$ cat src/rtl/rom_arbiter.sv
// Two-port read arbiter sharing one ROM read port (registered address, fixed access latency).
// Define ROM_ARB_RR_EN for round-robin tie breaking; otherwise port 0 always wins a tie.
//
// state  | meaning
// S_IDLE | free; grants the next request
// S_WAIT | read in flight; counting down ROM latency, requests ignored
module rom_arbiter #(
  parameter int ROM_LAT        = 1,
  parameter int ROM_DEPTH_LOG2 = 8
) (
  input  logic        clk,
  input  logic        reset,
  input  logic        req0,
  input  logic        req1,
  input  logic [15:0] addr0,
  input  logic [15:0] addr1,
  output logic        ack0,
  output logic        ack1,
  output logic        rvalid0,
  output logic        rvalid1,
  output logic [15:0] rdata,
  output logic        rerr,
  output logic [15:0] rom_addr,
  input  logic [15:0] rom_data,
  output logic        busy
);

  localparam logic [0:0] S_IDLE   = 1'b0;
  localparam logic [0:0] S_WAIT   = 1'b1;
  localparam logic [3:0] CNT_LOAD = 4'(ROM_LAT - 1);

  logic [0:0]  r_state;
  logic [3:0]  r_cnt;
  logic        r_win;
  logic        r_err;
  logic        w_win;
  logic [15:0] w_addr;
  logic        w_range_err;

`ifdef ROM_ARB_RR_EN
  logic        r_last;

  // r_last resets to 1 so the first tie goes to port 0
  assign w_win = (req0 && req1) ? ~r_last : req1;
`else
  assign w_win = req1 & ~req0;
`endif

  assign w_addr      = w_win ? addr1 : addr0;
  assign w_range_err = (w_addr >> ROM_DEPTH_LOG2) != 16'h0000;
  assign busy        = (r_state == S_WAIT);

  always_ff @(posedge clk) begin
    if (reset) begin
      r_state  <= S_IDLE;
      r_cnt    <= 4'd0;
      r_win    <= 1'b0;
      r_err    <= 1'b0;
      rom_addr <= 16'h0000;
      rdata    <= 16'h0000;
      rerr     <= 1'b0;
      ack0     <= 1'b0;
      ack1     <= 1'b0;
      rvalid0  <= 1'b0;
      rvalid1  <= 1'b0;
`ifdef ROM_ARB_RR_EN
      r_last   <= 1'b1;
`endif
    end else begin
      ack0    <= 1'b0;
      ack1    <= 1'b0;
      rvalid0 <= 1'b0;
      rvalid1 <= 1'b0;
      case (r_state)
        S_IDLE: begin
          if (req0 || req1) begin
            r_state  <= S_WAIT;
            rom_addr <= w_addr;
            r_win    <= w_win;
            r_err    <= w_range_err;
            r_cnt    <= CNT_LOAD;
            ack0     <= ~w_win;
            ack1     <= w_win;
`ifdef ROM_ARB_RR_EN
            r_last   <= w_win;
`endif
          end
        end
        S_WAIT: begin
          if (r_cnt != 4'd0) begin
            r_cnt <= r_cnt - 4'd1;
          end else begin
            // out-of-range reads still take full latency but return zero
            rdata   <= r_err ? 16'h0000 : rom_data;
            rerr    <= r_err;
            rvalid0 <= ~r_win;
            rvalid1 <= r_win;
            r_state <= S_IDLE;
          end
        end
        default: r_state <= S_IDLE;
      endcase
    end
  end

endmodule

$ cat config.mk
export PLATFORM = sky130hd
export DESIGN_NAME = rom_arbiter
export DESIGN_NICKNAME = d
export VERILOG_FILES = /design/src/rtl/rom_arbiter.sv
export SDC_FILE = /design/constraint.sdc
export NUM_CORES = 1
export LEC_CHECK = 0
export ABC_AREA = 1
export CAP_MARGIN = 20
export CORE_MARGIN = 2
export CORE_UTILIZATION = 36
export CTS_CLUSTER_DIAMETER = 150
export DETAILED_ROUTE_END_ITERATION = 10
export GPL_ROUTABILITY_DRIVEN = 1
export PLACE_DENSITY = 0.73
export SYNTH_ARGS = -nofsm -noshare
export SYNTH_HDL_FRONTEND = slang
export SYNTH_SLANG_ARGS = --single-unit
$ cat constraint.sdc
create_clock -name clk -period 1.3 [get_ports clk]
set_input_delay 0.325 -clock clk [delete_from_list [all_inputs] [get_ports clk]]
set_output_delay 0.325 -clock clk [all_outputs]
set_load 0.1 [all_outputs]
# Word level (Yosys, flattened, before mapping)
# Index checks and enable logic that the tools add are counted.
totals:
  elab_cells: 37
  reg_bits: 44
  memories: 0
  mem_bits_ro: 0
  inputBits: 52
  ramBits: 0
  latchBits: 0
op_classes:
  mul: 0
  div: 0
  muxes: 8
  n_eq_ne: 2
  n_reduce_logical: 8
  addsub: 1
  shifts: 0
  order_cmp: 0
  bitwise_logic: 7
ops:
  columns: ["operator", "count"]
  rows:
  - ["16-bit two-way mux", 2]
  - ["16-bit nonzero test", 1]
  - ["4-bit two-way mux", 2]
  - ["4-bit case mux with 2 select lines", 1]
  - ["1-bit NOT", 6]
  - ["2-bit AND reduction", 3]
  - ["3-bit OR reduction", 2]
  - ["4-bit nonzero test", 1]
  - ["4-bit by 1-bit subtractor with 4-bit output, second input constant", 1]
  - ["1-bit two-way mux", 2]
  - ["2-bit by 1-bit inequality test with 1-bit output, second input constant", 1]
  - ["2-bit inequality test, second input constant", 1]
  - ["1-bit case mux with 2 select lines", 1]
  - ["1-bit bitwise AND", 1]
  - ["1-bit logical OR", 1]

# Depth between registers and ports, before layout
# Gate-level depths: netlist of the first run.
logic_depth:
  ltp_word: 4
  mapped_depth: 9
  depth_no_buf: 8

# Least setup slack after synthesis of the first run
# OpenSTA, ideal clock, no wires.
synth_timing:
  kind: "reg2reg"
  from: "register r_state (netlist: busy)"
  to: "register rom_addr[10]"
  synth_period_minus_slack_ns: 1.813
  required_ns: 1.182
  path_slack_ns: -0.513
  path_buffers: 1
  setup_ns: 0.118
  stages_incl_launch_ff: 7
  t_arrival_ns: 1.695
  path_cell_list: "dfxtp_1 inv_1 o21ai_2 inv_2 buf_2 o21ai_0 nor2_1"
synth_via:
  elab_chain_len: 2
synth_lines:
  columns: ["element", "line_no", "rtl"]
  rows:
  - ["start: declaration", "32", "logic [0:0] r_state;"]
  - ["start signal: assignment", "55", "r_state <= S_IDLE;"]
  - ["start signal: assignment", "77", "r_state <= S_WAIT;"]
  - ["start signal: assignment", "98", "r_state <= S_IDLE;"]
  - ["1-bit NOT", null, null]
  - ["2-bit AND reduction (no source line)", null, null]
  - ["end signal: assignment", "78", "rom_addr <= w_addr;"]
  - ["end: declaration", "23", "output logic [15:0] rom_addr,"]
# Every way passes these cells.
# A chain may end at the register's enable or synchronous reset.

# Worst setup path in the final report of the first run
layout_timing:
  from: "register r_cnt[0]"
  to: "register r_cnt[2]"
layout_via:
  elab_chain_len: 3
layout_lines:
  columns: ["element", "line_no", "rtl"]
  rows:
  - ["start: declaration", "33", "logic [3:0] r_cnt;"]
  - ["start signal: assignment", "91", "r_cnt <= r_cnt - 4'd1;"]
  - ["4-bit by 1-bit subtractor with 4-bit output or 4-bit nonzero test (tied branches)", "91, 90", null]
  - ["4-bit two-way mux or 2-bit by 1-bit inequality test with 1-bit output (tied branches)", null, null]
  - ["4-bit case mux with 2 select lines or 2-bit AND reduction (tied branches)", null, null]
# Several ways; a longest one is shown, not always the timed one. The select of a mux whose other input is x is not followed.

==> impl_metrics.py, run 1 <==
metrics = {
    "setup_path": {
        "arrival_ns": 1.51,
        "cp-start-kind": "flip-flop",
        "startpoint": "r_cnt[0]",
        "cp.required_ns": 1.48,
        "endpoint_kind": "flip-flop",
        "r2r-start": "r_cnt[0]",
        "r2r_setup_slack_ns": -0.03,
        "critPathMaxFanout": 5,
        "endpoint": "r_cnt[2]",
        "reg2reg_depth": 8,
        "path_class": "flip-flop to flip-flop",
        "timing.rr.end": "r_cnt[2]",
    },
    "timing": {
        "final_hold_viol_count": 0,
        "finalSetupViolCount": 5,
        "fin_ws_ns": -0.0313,
        "slew_headroom_pct": 69.5,
        "skew_ns": 0.00393,
        "holdWs_ns": 0.426,
        "period_minus_slack_ns": 1.33,
        "worstMarginPinSlew_ns": 0.456,
        "grt_setup_unrepaired": "yes",
        "fmax_mhz": 751,
        "period_share_pct": 102,
        "maxSlewViolCount": 0,
    },
    "power_and_ir_drop": {
        "total_power_mw": 4.11,
        "p_leak_nw": 1.41,
        "switching_power_mw": 1.54,
        "p_int_mw": 2.56,
        "seqPwrFrac_pct": 38.2,
        "pwr-share-clk_pct": 21.5,
        "powerDensity_mw_per_mm2": 1180,
        "ir_drop_mv": 0.611,
        "switching_share_pct": 37.6,
        "pwr-share-comb_pct": 40.3,
    },
    "cts": {
        "clk_latency_ns": 0.29,
        "cts_buffers": 5,
        "cts.htree.levels": 2,
        "numClockSinks": 44,
        "clock_path_buffers": 2,
        "clk_pin_slew_worst_paths_ns": 0.08,
        "cts_tree": "built",
        "cts_root_buf": "clkbuf_8",
        "cts_hold_buf": 0,
    },
    "finish": {
        "reg.largest.list": "rdata: 16 flops, rom_addr: 16 flops, r_cnt: 4 flops",
        "num_antenna_cells": 0,
        "nets": 391,
        "final_util_pct": 72.6,
        "final_cell_count_no_fill": 406,
        "area_growth_syn_to_layout_pct": 92.0,
        "drive_gt1_share_pct": 34.2,
    },
    "flow_run": {
        "cap_violations": 0,
    },
    "die": {
        "initial_utilization_pct": 37.8,
        "core_sq_mm": 0.00479,
        "rows": 25,
        "die-area_sq_mm": 0.00561,
        "fp.dieW_microns": 74.9,
        "pin_count": 90,
        "fp.dieH_microns": 74.9,
    },
    "route": {
        "via_per_inst": 4.66,
        "dr.pass1.iters": 4,
        "postRouteAntennaNets": 0,
        "wire_per_inst_microns": 11.9,
        "route.detailed.drc": 0,
        "totalWireLength_microns": 4840,
        "vias": 1892,
        "drtIter0Drc": 53,
    },
    "grt": {
        "grt.overflow.total": 0,
        "gr-usage-all-layers_pct": 17.8,
        "grt_pass1_wl_microns": 7640,
        "antenna_found_initial": 0,
        "grt_max_degree": 24,
        "grt_pass1_vias": 1789,
    },
    "synth": {
        "synth_area_leaders": "dfxtp_1 (49%), nand2_1 (13%), a21oi_1 (11%), o21ai_0 (5.8%), nor2_1 (2.7%)",
        "synth-seq-cells": 44,
        "netlist_area_sq_mm": 0.00181,
        "syn-num-nets": 283,
        "synth_top_cell_by_area": "dfxtp_1",
        "synth_async_sr_flop_share_pct": 0,
        "dominantRegCellSynth": "dfxtp_1",
        "yosys_warnings": 0,
        "yosys.cell_types.count": 23,
        "synthTopCellsByCount": "nand2_1 (62), dfxtp_1 (44), a21oi_1 (38)",
        "synth_edf_count": 0,
        "netlist.area_leader.share_pct": 48.7,
        "synth.most_common_cell": "nand2_1",
        "synth.avg_cell_area_sq_um": 7.87,
        "postSynthCellCount": 230,
        "ys_seq_area_share_pct": 48.7,
    },
    "outcome": {
        "violations": "negative setup slack",
        "status": "complete, but fails checks",
    },
    "place": {
        "numPortBuffers": 89,
        "dpl.cell_count": 392,
        "gp_congestion": 0.844,
        "dpl.hpwl_microns": 3550,
        "pre_cts_ws_ns": -0.458,
    },
    "min_path": {
        "holdCritPathClass": "flip-flop to flip-flop",
    },
}
==> metal layers <==
layer / GRT usage (%) / share of wire, % / vias to the layer above
li1: - / - / 965
met1: 19.7 / 40 / 840
met2: 30.9 / 48 / 80
met3: 6.83 / 11 / 7
met4: 6.55 / 1.5 / 0
met5: 0 / 0 / -
==> how the worst min path moves through the flow <==
stage / start / end / depth (start not counted)
after CTS: r_win / rvalid0 / 1
after floorplan: reset / rerr / 1
after global placement: r_win / rvalid0 / 1
final: r_win / rvalid0 / 1
after detailed placement: r_win / rvalid0 / 1
after global routing: r_win / rvalid0 / 1
==> logic make-up (layout without fill, tap and decap cells) <==
logic type	after synthesis	in the layout	share of synthesized area [%]
xor gates and xnor gates	2	2	0.968
DFF	44	44	48.7
buffers and inverters	27	135	8.30
and+or+nand+nor	90	91	22.0
AOI/OAI and AO/OA	66	66	19.4
adders and majority gates	1	1	0.691
==> power groups by stage <==
stage | logic [mW] | registers [mW] | clock network, mW
after floorplan | 0.310 | 2.21 | 0
after global placement | 1.61 | 1.59 | 0
after detailed placement | 1.62 | 1.60 | 0
after CTS | 1.65 | 1.57 | 0.917
after global routing | 1.74 | 1.58 | 0.953
final | 1.66 | 1.57 | 0.882
==> area by class of cell <==
type                    instances  area [sq um]
flip-flops and latches         44           907
multi-input cells             160           847
clock inverters                 1          7.51
well taps                      67          83.8
fillers                       363          1310
inverters                      14          52.6
repair buffers                113          1490
clock buffers                   7          86.3
==> stage by stage <==
stage / area [sq um] / setup TNS, ns
3_5_place_dp: 3280 / -9.32
4_1_cts: 3430 / -0.164
2_1_floorplan: 1850 / 0
6_report: 3470 / -0.140
3_3_place_gp: 3280 / -8.23
5_1_grt: 3470 / -1.35
==> what timing repair did <==
item / 4_1_cts / 5_1_grt
resized for setup: 7 / 12
pin swaps: 11 / 13
gates cloned: 1 / 0
buffers inserted: 4 / 1
setup endpoints to repair: 37 / 23
==> placed cells by master, fill, tap and decap left out, types with 3 or more instances in the layout <==
| cell type | instances |
|---|---|
| nand3_1 | 7 |
| inv_2 | 5 |
| clkdlybuf4s50_1 | 49 |
| clkbuf_8 | 6 |
| nand2_4 | 3 |
| dfxtp_1 | 25 |
| buf_4 | 20 |
| a21oi_2 | 8 |
| nor2_1 | 13 |
| a31oi_1 | 4 |
| dfxtp_2 | 18 |
| a21oi_1 | 30 |
| buf_12 | 41 |
| nor2_4 | 3 |
| nand2_1 | 58 |
| nand2_2 | 4 |
| inv_1 | 9 |
| o21ai_0 | 19 |
==> worst max-delay path, cell delays in order (launching register included) <==
cell	delay, ns
dfxtp_2	0.34
inv_2	0.05
ha_4	0.16
nand2_4	0.06
nor2_4	0.04
nor2_1	0.37
nor2_4	0.08
nand2_1	0.08
a21oi_1	0.06
Power figures use the tool's default switching activity.
==> run 2, diff against run 1 <==
Settings changed: CAP_MARGIN 20 to 5, CORE_UTILIZATION 36 to 38, DONT_BUFFER_PORTS set to 1, PLACE_DENSITY 0.73 to 0.51.
==> impl_metrics.py, run 2 (same netlist as run 1, synthesis figures left out) <==
metrics = {
    "die": {
        "rows": 25,
        "pin_count": 90,
        "core_sq_mm": 0.00466,
        "fp.dieH_microns": 73,
        "die-area_sq_mm": 0.00533,
        "fp.dieW_microns": 73,
        "initial_utilization_pct": 38.8,
    },
    "finish": {
        "postLayoutCellArea_sq_mm": 0.00280,
        "nets": 331,
        "multi_input_area_sq_um": 835,
        "num_antenna_cells": 0,
        "drive_gt1_share_pct": 37.3,
        "reg.largest.list": "rdata: 16 flops, rom_addr: 16 flops, r_cnt: 4 flops",
        "layout_commonest_cell": "nand2_1",
        "fill_cells": 413,
        "area_growth_syn_to_layout_pct": 54.6,
        "final_util_pct": 60.0,
        "mostFrequentLayoutCells": "nand2_1 (60), buf_12 (35), a21oi_1 (32)",
        "register_area_sq_um": 907,
    },
    "grt": {
        "gr-usage-met1_pct": 22.5,
        "grtUsageMet3_pct": 5.80,
        "grt.overflow.total": 0,
        "grt_pass1_wl_microns": 7220,
        "top_usage_layer": "met2",
        "grt_pass1_vias": 1577,
        "use_met2_pct": 27.1,
        "antenna_found_initial": 0,
        "gr-usage-all-layers_pct": 17.3,
        "grt_max_degree": 25,
    },
    "timing": {
        "period_share_pct": 99.0,
        "period_minus_slack_ns": 1.29,
        "fmax_mhz": 777,
        "fin_tns_setup_ns": 0,
        "worstMarginPinSlew_ns": 0.327,
        "final_hold_viol_count": 0,
        "grt_setup_unrepaired": "yes",
        "skew_ns": 0.00648,
        "maxSlewViolCount": 0,
        "finalSetupViolCount": 0,
        "slew_headroom_pct": 78.2,
    },
    "route": {
        "vias": 1693,
        "via_per_inst": 5.08,
        "wire_per_inst_microns": 13.0,
        "drtIter0Drc": 82,
        "totalWireLength_microns": 4330,
        "dr.pass1.iters": 4,
        "route.detailed.drc": 0,
        "postRouteAntennaNets": 0,
    },
    "power_and_ir_drop": {
        "p_int_mw": 2.32,
        "pwr-share-comb_pct": 36.9,
        "seqPwrFrac_pct": 40.5,
        "p_leak_nw": 1.13,
        "ir_drop_mv": 0.725,
        "pwr-share-clk_pct": 22.6,
        "switching_share_pct": 39.5,
        "switching_power_mw": 1.51,
        "powerDensity_mw_per_mm2": 1370,
        "total_power_mw": 3.83,
    },
    "cts": {
        "clock_path_buffers": 2,
        "cts_tree": "built",
        "cts_root_buf": "clkbuf_8",
        "numClockSinks": 44,
        "clk_pin_slew_worst_paths_ns": 0.09,
        "cts.htree.levels": 2,
        "clk_latency_ns": 0.29,
        "cts_buffers": 5,
    },
    "min_path": {
        "holdCritPathClass": "input pin to flip-flop",
    },
    "place": {
        "dpl.hpwl_microns": 3220,
        "placed_area_sq_mm": 0.00262,
        "gp_congestion": 0.694,
        "numPortBuffers": 0,
    },
    "setup_path": {
        "critPathMaxFanout": 8,
        "cp-start-kind": "flip-flop",
        "arrival_ns": 1.48,
        "endpoint_kind": "flip-flop",
        "path_class": "flip-flop to flip-flop",
        "cp.required_ns": 1.49,
    },
    "outcome": {
        "status": "complete, no violations",
    },
    "flow_run": {
        "cap_violations": 0,
    },
}
## run 2: changes by cell type in the layout (fill, tap and decap cells not counted), sizes merged
| cell | before | now |
|---|---|---|
| buf | 62 | 53 |
| clkbuf | 7 | 5 |
| clkdlybuf4s50 | 49 | 0 |
| clkinv | 0 | 1 |
| clkinvlp | 1 | 2 |
| dlygate4sd2 | 2 | 0 |
## run 2: per-layer routing
metal | share of wire [%] | wire (microns) | vias up
met1 | 44 | 1890 | 769
met3 | 8.1 | 352 | 4
met4 | 1.1 | 46 | 0
met5 | 0 | 0 | -
met2 | 47 | 2030 | 69
li1 | - | - | 851
## run 2: power groups by stage
stage               sequential (mW)  clock (mW)  combinational, mW
floorplan                      2.21           0              0.310
global placement               1.58           0               1.38
detailed placement             1.58           0               1.39
CTS                            1.55       0.906               1.40
global route                   1.56       0.959               1.49
finish                         1.55       0.866               1.41
## run 2: stage by stage
step	std cells	worst slack, ns	hold WS, ns
floorplan	230	0.0146	0.390
global placement	320	0.0267	0.392
global route	333	-0.103	0.0600
CTS	331	0.00305	0.0720
detailed placement	320	-0.0153	0.396
finish	333	0.0133	0.0786
## run 2: path summary, 6_finish.rpt
kind	slack (ns)	end	cells after the start	from
worst min register to register	0.42	rvalid0	1	r_win
worst max register to register	0.01	rerr	8	r_cnt[0]
worst max-delay path	0.01	rerr	8	r_cnt[0]
worst min-delay path	0.08	rdata[8]	1	reset
## run 2: repair_timing
| action | CTS | global route |
|---|---|---|
| gates resized for setup | 1 | 11 |
| gates cloned | 1 | 0 |
| pin swaps | 5 | 8 |
| setup buffers | 2 | 2 |
| hold buffers | 0 | 0 |
| setup endpoints to repair | 19 | 26 |
## run 2: area by class of cell
class                   count  share of cell area (%)
clock buffers               5                    2.46
flip-flops and latches     44                    32.4
repair buffers             53                    30.0
inverters                  14                    1.97
clock inverters             3                   0.850
well taps                  54                    2.42
multi-input cells         160                    29.8
## run 2: critical path: stages, from the launching register on
cell	delay, ns
dfxtp_2	0.33
inv_2	0.07
ha_4	0.14
nand2_4	0.05
nor2_4	0.10
nand2_4	0.10
nor2_4	0.22
buf_4	0.15
a211oi_2	0.03
==> run 3, diff against run 2 <==
Settings changed: PLACE_DENSITY 0.51 to not set, PLACE_DENSITY_LB_ADDON set to 0.3.
==> impl_metrics.py, run 3 (same netlist as run 1, synthesis figures left out) <==
metrics = {
    "finish": {
        "fill_cells": 398,
        "mostFrequentLayoutCells": "nand2_1 (61), buf_12 (35), a21oi_1 (29)",
        "layout_commonest_cell": "nand2_1",
        "num_antenna_cells": 0,
        "postLayoutCellArea_sq_mm": 0.00280,
        "nets": 328,
        "area_growth_syn_to_layout_pct": 54.7,
        "reg.largest.list": "rdata: 16 flops, rom_addr: 16 flops, r_cnt: 4 flops",
        "drive_gt1_share_pct": 37.0,
    },
    "cts": {
        "clk_pin_slew_worst_paths_ns": 0.08,
        "cts_hold_buf": 0,
        "clk_latency_ns": 0.30,
        "clock_path_buffers": 2,
        "cts_root_buf": "clkbuf_8",
        "cts.htree.levels": 2,
        "cts_tree": "built",
        "cts_buffers": 5,
        "numClockSinks": 44,
    },
    "die": {
        "fp.dieW_microns": 73,
        "die-area_sq_mm": 0.00533,
        "pin_count": 90,
        "core_sq_mm": 0.00466,
        "rows": 25,
        "fp.dieH_microns": 73,
        "initial_utilization_pct": 38.8,
    },
    "grt": {
        "gr-usage-all-layers_pct": 16.8,
        "grtUsageMet3_pct": 7.32,
        "grt.overflow.total": 0,
        "gr-usage-met1_pct": 19.6,
        "grt_pass1_vias": 1594,
        "antenna_found_initial": 0,
        "use_met2_pct": 26.9,
        "grt_pass1_wl_microns": 7030,
        "grt_max_degree": 27,
        "top_usage_layer": "met2",
    },
    "timing": {
        "holdWs_ns": 0.0783,
        "period_share_pct": 101,
        "fin_ws_ns": -0.0149,
        "period_minus_slack_ns": 1.31,
        "finalSetupViolCount": 1,
        "fmax_mhz": 761,
        "slew_headroom_pct": 77.9,
        "skew_ns": 0.00604,
        "grt_setup_unrepaired": "yes",
        "worstMarginPinSlew_ns": 0.331,
        "maxSlewViolCount": 0,
        "final_hold_viol_count": 0,
    },
    "setup_path": {
        "critPathMaxFanout": 8,
        "cp-start-kind": "flip-flop",
        "path_cells": "inv_2 -> ha_4 -> nand2_4 -> nor2_4 -> nand2_4 -> nor2_4 -> nand2_1 -> a21oi_2",
        "path_class": "flip-flop to flip-flop",
        "slowest_stage": "dfxtp_2",
        "cp.required_ns": 1.53,
        "arrival_ns": 1.55,
        "endpoint_kind": "flip-flop",
        "crit_path_max_incr_delay_ns": 0.33,
    },
    "power_and_ir_drop": {
        "p_leak_nw": 1.14,
        "powerDensity_mw_per_mm2": 1430,
        "ir_drop_mv": 0.649,
        "total_power_mw": 4.00,
    },
    "route": {
        "postRouteAntennaNets": 0,
        "drtIter0Drc": 56,
        "totalWireLength_microns": 4460,
        "via_per_inst": 5.20,
        "wire_per_inst_microns": 13.5,
        "vias": 1717,
        "route.detailed.drc": 0,
        "dr.pass1.iters": 4,
    },
    "outcome": {
        "violations": "negative setup slack",
        "status": "complete, but fails checks",
    },
    "place": {
        "gp_congestion": 0.700,
        "numPortBuffers": 0,
        "placed_area_sq_mm": 0.00261,
        "dpl.hpwl_microns": 3240,
    },
    "flow_run": {
        "cap_violations": 0,
    },
    "min_path": {
        "holdCritPathClass": "input pin to flip-flop",
    },
}
## run 3: cell types whose count changed in the layout (fill, tap and decap cells not counted)
cell and delta:
a21oi_1 -3, a21oi_2 +3, buf_4 -4, buf_6 +1, bufinv_16 +1, clkbuf_1 +1
clkinv_2 +1, clkinv_4 -1, clkinvlp_4 -2, inv_2 +1, inv_4 -1, nand2_1 +1
nand2_2 -1
## run 3: cell type report
type	count	area, sq um	share of cell area, %
clock buffer	6	72.6	2.59
multi-input combinational	160	843	30.1
timing repair buffer	50	821	29.3
sequential	44	907	32.4
clock inverter	2	35.0	1.25
tap	54	67.6	2.41
inverter	14	52.6	1.88
## run 3: per-stage QoR
step	setup WS, ns	setup TNS, ns	util, %	instances
global placement	0.0425	0	55.9	318
floorplan	0.0146	0	-	230
global route	-0.0873	-0.952	60.1	330
detailed placement	-0.0206	-0.0612	55.9	318
finish	-0.0149	-0.0149	60.1	330
CTS	-0.00636	-0.0107	59.0	329
## run 3: path summary, 6_finish.rpt
kind	start	end	slack, ns	cells past startpoint
max	r_cnt[1]	rdata[6]	-0.01	8
min	reset	rdata[7]	0.08	1
max reg2reg	r_cnt[1]	rdata[6]	-0.01	8
min reg2reg	r_win	rvalid0	0.43	1
## run 3: report_power, final
group / switching (mW) / leakage, nW / total [mW] / internal [mW]
clock: 0.461 / 0.0552 / 1.03 / 0.570
combinational: 0.944 / 0.713 / 1.41 / 0.471
sequential: 0.0916 / 0.368 / 1.55 / 1.46
total: 1.50 / 1.14 / 4.00 / 2.50
## run 3: repair_timing
action                                  CTS  global route
resized for setup                         3            11
setup buffers                             3             0
pin swaps                                 2            12
gates cloned                              0             1
endpoints found under the hold margin     0             0
endpoints found under the setup margin   17            22
## run 3: metal layers
layer / vias to the layer above / share of wire (%)
met2: 90 / 46
met1: 779 / 41
li1: 843 / -
met3: 5 / 11
met5: - / 0
met4: 0 / 1.4
## run 3: critical path, delay by kind of cell, from the launching register on
| kind | cells | cell delay [ns] |
|---|---|---|
| compound gates | 1 | 0.13 |
| fa+ha+maj | 1 | 0.15 |
| buf+inv | 1 | 0.06 |
| flops | 1 | 0.33 |
| simple gates | 5 | 0.58 |
